<file path="config.mk">
export PLATFORM = sky130hd
export DESIGN_NAME = bcd_time_counter
export DESIGN_NICKNAME = d
export VERILOG_FILES = /design/src/rtl/bcd_time_counter.sv
export SDC_FILE = /design/constraint.sdc
export NUM_CORES = 1
export LEC_CHECK = 0
export ABC_CLOCK_PERIOD_IN_PS = 2000
export CORE_MARGIN = 1
export CORE_UTILIZATION = 40
export CTS_CLUSTER_DIAMETER = 100
export DETAILED_ROUTE_END_ITERATION = 6
export HOLD_SLACK_MARGIN = 0.02
export PLACE_DENSITY = 0.73
export SETUP_SLACK_MARGIN = 0.5
export SYNTH_ARGS = -nofsm -noshare
export SYNTH_HDL_FRONTEND = slang
export SYNTH_SLANG_ARGS = --single-unit
</file>
<file path="constraint.sdc">
create_clock -name system_clk -period 2 [get_ports system_clk]
set_clock_uncertainty 0.15 [all_clocks]
set_input_delay 0.4 -clock system_clk [delete_from_list [all_inputs] [get_ports system_clk]]
set_output_delay 0.4 -clock system_clk [all_outputs]
set_load 0.01 [all_outputs]
</file>
<file path="src/rtl/bcd_time_counter.sv">
// ---------------------------------------------------------------------------
// bcd_time_counter
//
// Time-of-day counter kept as packed BCD hh:mm:ss. The counter advances on the
// one-cycle seconds strobe while in RUN. It also provides a validated
// time-set handshake and single-cycle carry strobes for the display and alarm
// logic downstream.
//
// State table:
//   state   | meaning
//   --------+---------------------------------------------------------------
//   ST_HALT | time held, sec_tick ignored (reset state)
//   ST_RUN  | time advances on each accepted sec_tick
//
// Ports:
//   system_clk  in   single clock, rising edge
//   r           in   synchronous active-low reset
//   sec_tick    in   one-cycle seconds strobe
//   start       in   pulse: enter RUN
//   stop        in   pulse: enter HALT (wins over start)
//   set_valid   in   time-set request
//   set_time    in   {hr, min, sec} packed BCD
//   set_ready   out  set request can be accepted this cycle
//   set_err     out  one-cycle pulse: accepted set_time was invalid
//   hr_bcd      out  hours, BCD
//   min_bcd     out  minutes, BCD
//   sec_bcd     out  seconds, BCD
//   min_carry   out  pulse when seconds wrap 59 -> 00
//   hr_carry    out  pulse when minutes wrap 59 -> 00
//   day_wrap    out  pulse when hours wrap HOURS_MAX -> 00
//   running     out  high in RUN
// ---------------------------------------------------------------------------
module bcd_time_counter #(
  parameter int HOURS_MAX = 23  // 23 or 11
) (
  input  logic        system_clk,
  input  logic        r,
  input  logic        sec_tick,
  input  logic        start,
  input  logic        stop,
  input  logic        set_valid,
  input  logic [23:0] set_time,
  output logic        set_ready,
  output logic        set_err,
  output logic [7:0]  hr_bcd,
  output logic [7:0]  min_bcd,
  output logic [7:0]  sec_bcd,
  output logic        min_carry,
  output logic        hr_carry,
  output logic        day_wrap,
  output logic        running
);

  localparam logic [0:0] ST_HALT = 1'b0;
  localparam logic [0:0] ST_RUN  = 1'b1;

  localparam logic [7:0] HR_MAX_BCD = {4'(HOURS_MAX / 10), 4'(HOURS_MAX % 10)};

  logic [0:0] state_q;

  logic       xfer;
  logic       digits_ok;
  logic       tens_ok;
  logic       hour_ok;
  logic       set_ok;
  logic       tick_en;
  logic       sec_wrap;
  logic       min_wrap;
  logic       hr_wrap;
  logic [7:0] sec_nxt;
  logic [7:0] min_nxt;
  logic [7:0] hr_nxt;

  function automatic logic [7:0] bcd_inc(input logic [7:0] v);
    if (v[3:0] == 4'd9) begin
      return {v[7:4] + 4'd1, 4'd0};
    end
    return {v[7:4], v[3:0] + 4'd1};
  endfunction

  assign xfer = set_valid && set_ready;

  assign digits_ok = (set_time[23:20] <= 4'd9) && (set_time[19:16] <= 4'd9) &&
                     (set_time[15:12] <= 4'd9) && (set_time[11:8]  <= 4'd9) &&
                     (set_time[7:4]   <= 4'd9) && (set_time[3:0]   <= 4'd9);
  assign tens_ok   = (set_time[15:12] <= 4'd5) && (set_time[7:4] <= 4'd5);
  // With both nibbles known to be decimal digits, the packed BCD byte orders
  // the same way as the numeric hour, so a byte compare is enough.
  assign hour_ok   = (set_time[23:16] <= HR_MAX_BCD);
  assign set_ok    = digits_ok && tens_ok && hour_ok;

  // A load in the same cycle drops the tick entirely.
  assign tick_en  = (state_q == ST_RUN) && sec_tick && !xfer;

  assign sec_wrap = (sec_bcd == 8'h59);
  assign min_wrap = (min_bcd == 8'h59);
  assign hr_wrap  = (hr_bcd == HR_MAX_BCD);

  always_comb begin
    sec_nxt = sec_wrap ? 8'h00 : bcd_inc(sec_bcd);
    min_nxt = min_wrap ? 8'h00 : bcd_inc(min_bcd);
    hr_nxt  = hr_wrap  ? 8'h00 : bcd_inc(hr_bcd);
  end

  always_ff @(posedge system_clk) begin
    if (!r) begin
      state_q   <= ST_HALT;
      sec_bcd   <= 8'h00;
      min_bcd   <= 8'h00;
      hr_bcd    <= 8'h00;
      set_ready <= 1'b1;
      set_err   <= 1'b0;
      min_carry <= 1'b0;
      hr_carry  <= 1'b0;
      day_wrap  <= 1'b0;
    end else begin
      // ready is consumed for exactly the cycle after a transfer
      set_ready <= !xfer;
      set_err   <= xfer && !set_ok;
      min_carry <= tick_en && sec_wrap;
      hr_carry  <= tick_en && sec_wrap && min_wrap;
      day_wrap  <= tick_en && sec_wrap && min_wrap && hr_wrap;

      if (xfer) begin
        if (set_ok) begin
          hr_bcd  <= set_time[23:16];
          min_bcd <= set_time[15:8];
          sec_bcd <= set_time[7:0];
        end
      end else if (tick_en) begin
        sec_bcd <= sec_nxt;
        if (sec_wrap) begin
          min_bcd <= min_nxt;
        end
        if (sec_wrap && min_wrap) begin
          hr_bcd <= hr_nxt;
        end
      end

      if (stop) begin
        state_q <= ST_HALT;
      end else if (start) begin
        state_q <= ST_RUN;
      end
    end
  end

  assign running = (state_q == ST_RUN);

endmodule

</file>
==> flow_summary.ini <==
[logic_synthesis]
yosys-top-cells-count = dfxtp_1, nand2_1, nor2_1
synth_warnings = 0
synthArstFlopShare_pct = 0
syn_inst = 236
synth-main-ff-cell = dfxtp_1
synth_edf_count = 0
yosysTopAreaCell = dfxtp_1
yosysMostFrequentCell = dfxtp_1
syn_avg_cell_area_um2 = 8.03
yosysTopAreaCellShare_pct = 31.7
synth_area_um2 = 1900
post_synth_num_cell_types = 49
syn_nets = 278
ys_seq_elements = 30
ys_seq_area_share_pct = 31.7
synthTopCellsByArea = dfxtp_1, ha_1, o21ai_0, nand2_1, nor2_1

[power_and_ir_drop]
seqPwrFrac_pct = 44.1
leakagePower_nw = 1.43
p_comb_share_pct = 17.6
irDropWorstVdd_uv = 310
p_per_area_nw_per_um2 = 419
p_sw_mw = 0.375
swShare_pct = 27.4
finalPower_mw = 1.37
p_int_mw = 0.994
p_clk_share_pct = 38.2

[detailed_routing]
route.vias.total = 2316
ant_nets = 0
wl_mm = 6.59
dr.first_iter.drc_count = 143
drc = 10
wire_per_inst_um = 16.3
via_per_inst = 5.75
firstDrtPassIters = 7

[floorplanning]
die_h_um = 70.8
dieArea_um2 = 5020
coreArea_um2 = 4440
std_cell_rows = 24
initial_core_util_pct = 42.7
io_pins = 60
chipWidth_um = 70.8

[sta]
hold_viol = 0
slew_viol_final = 0
rsz0062_at_grt = yes
finalCriticalPeriod_ns = 2.02
worst_pin_slew_ns = 0.319
post-route-period-util_pct = 101
setup_violations = 1
fmax_mhz = 496
relSlewSlack_pct = 78.7
setup_ws_ns = -0.0176
final.setup.tns_ns = -0.0176

[status]
status = finished with violations
violations = design-rule violations, negative setup slack

[final_layout]
fill_cells = 338
post-route-util_pct = 73.5
n_antenna_cell = 0
seq_area_um2 = 638
multiInputGateArea_um2 = 1430
nets = 392
drive_gt1_share_pct = 46.7
syn_to_final_growth_pct = 72.3

[clocking]
clk_pin_slew_ns = 0.07
cts_tree = done
insertion_delay_ns = 0.29
ctsHtreeMaxLevel = 2
cts.sink_count = 30
ctsRootBufferMaster = clkbuf_8
cts_inserted_buffers = 5
ctsHoldBuffers = 0
cts_max_path_buffers = 2

[hold_path]
hp-class = reg2reg

[setup_path]
cp_max_fo = 6
critPathKind = reg2reg
slowest_delay_ns = 0.54
arrival_ns = 2.04
crit_slowest_cell = or4_4
worstPathCellList = inv_2 > ha_4 > nand3b_1 > or4_4 > o22ai_4 > o21ai_2 > a31o_2
worstSetupStartpointType = register
cp.required_ns = 2.02
cp-end-kind = register

[global_routing]
antenna_found_initial = 0
grtUsageMet2_pct = 45.3
gr-total-overflow = 0
grt_pass1_wl_mm = 10.5
grt_start_max_net_pins = 23
grt.total_usage_pct = 26.3
grt_use_met3_pct = 5.98
top_usage_layer = met2
grt_pass1_vias = 2277
met1_usage_pct = 32.7

[place]
gp_congestion = 0.872
hpwlAfterDp_mm = 4.35
portBuffers = 59

[flow_run]
drv_cap = 0
[what timing repair did]
item	CTS	global route
pin swaps	30	17
gates cloned	0	0
gates resized for setup	181	34
setup buffers	15	2
endpoints found under the setup margin	58	37
[flip-flops by register name (all words and copies together), names as in the netlist]
| name | cells |
|---|---|
| running | 1 |
| set_err | 1 |
| min_carry | 1 |
| set_ready | 1 |
| hr_bcd | 8 |
| day_wrap | 1 |
| hr_carry | 1 |
| sec_bcd | 8 |
| min_bcd | 8 |
[power by group through the flow]
| stage | clock [mW] | sequential (mW) | combinational (mW) |
|---|---|---|---|
| 2_1_floorplan | 0 | 0.625 | 0.0816 |
| 4_1_cts | 0.525 | 0.607 | 0.226 |
| 3_5_place_dp | 0 | 0.621 | 0.220 |
| 3_3_place_gp | 0 | 0.621 | 0.217 |
| 5_1_grt | 0.544 | 0.604 | 0.260 |
| 6_report | 0.524 | 0.604 | 0.241 |
[path summary, 6_finish.rpt]
kind                                start                 endpoint  slack [ns]  cells past startpoint
setup reg to reg  sec_bcd[5]$_SDFFE_PN0P_  min_bcd[6]$_SDFFE_PN0P_       -0.02                      7
hold / removal     hr_bcd[2]$_SDFFE_PN0P_   hr_bcd[2]$_SDFFE_PN0P_        0.35                      2
setup / recovery  sec_bcd[5]$_SDFFE_PN0P_  min_bcd[6]$_SDFFE_PN0P_       -0.02                      7
hold reg to reg    hr_bcd[2]$_SDFFE_PN0P_   hr_bcd[2]$_SDFFE_PN0P_        0.35                      2
[routing by layer]
layer  up-vias  share of wire [%]
li1       1097                  -
met1      1107                 42
met2        98                 50
met3        14                6.1
met4         0                1.6
met5         -                  0
[worst max-delay path, delay by kind of cell, from the launching register on]
family	cells	cell delay [ns]
AO/OA/AOI/OAI	3	0.58
adder cells (fa/ha/maj)	1	0.12
buffers and inverters	1	0.07
flip-flops	1	0.33
AND/OR/NAND/NOR	2	0.65
[cells in the final DEF (no fill, tap or decap), drive strengths merged, types with 2 or more instances in the layout]
master,Yosys,routed
o21ai,21,21
o31ai,3,3
and3,2,2
a211oi,6,6
or3,2,2
nand3b,4,4
and3b,2,2
a31o,2,2
dfxtp,30,30
nor2b,2,2
nand3,10,10
inv,8,8
o211ai,2,2
clkdlybuf4s15,0,13
o22ai,7,7
a21oi,11,11
clkdlybuf4s50,0,8
a32o,3,3
mux2i,2,2
buf,7,81
nand2b,5,5
dlygate4sd2,0,17
nor3,17,17
nor4,2,2
xor2,3,3
ha,12,12
nor4b,2,2
clkbuf,7,9
a221oi,6,6
nand2,23,23
nor2,23,23
[cells by family after synthesis]
| logic type | Yosys count | share of synthesized area, % |
|---|---|---|
| xor gates and xnor gates | 3 | 1.39 |
| and+or+nand+nor | 100 | 27.5 |
| AOI/OAI and AO/OA | 67 | 24.2 |
| DFF | 30 | 31.7 |
| adders and majority gates | 12 | 7.92 |
| muxes | 2 | 1.06 |
| buffers and inverters | 22 | 6.20 |
[per-stage QoR]
stage / std cells / instance area [um2] / setup slack [ns] / hold slack [ns]
after CTS: 401 / 3160 / -0.0354 / 0.355
after detailed placement: 378 / 2880 / -0.417 / 0.344
after global routing: 403 / 3270 / -0.0767 / 0.386
after floorplan: 236 / 1960 / -0.144 / 0.329
final: 403 / 3270 / -0.0176 / 0.349
after global placement: 378 / 2880 / -0.357 / 0.350
[final cells by class]
type | count | share of cell area [%]
Sequential cell | 30 | 19.5
Clock inverter | 1 | 0.153
Timing Repair Buffer | 121 | 31.0
Tap cell | 52 | 1.99
Clock buffer | 7 | 2.64
Multi-Input combinational cell | 184 | 43.8
Inverter | 8 | 0.920
Note: power is estimated with default switching activity, not from simulation.
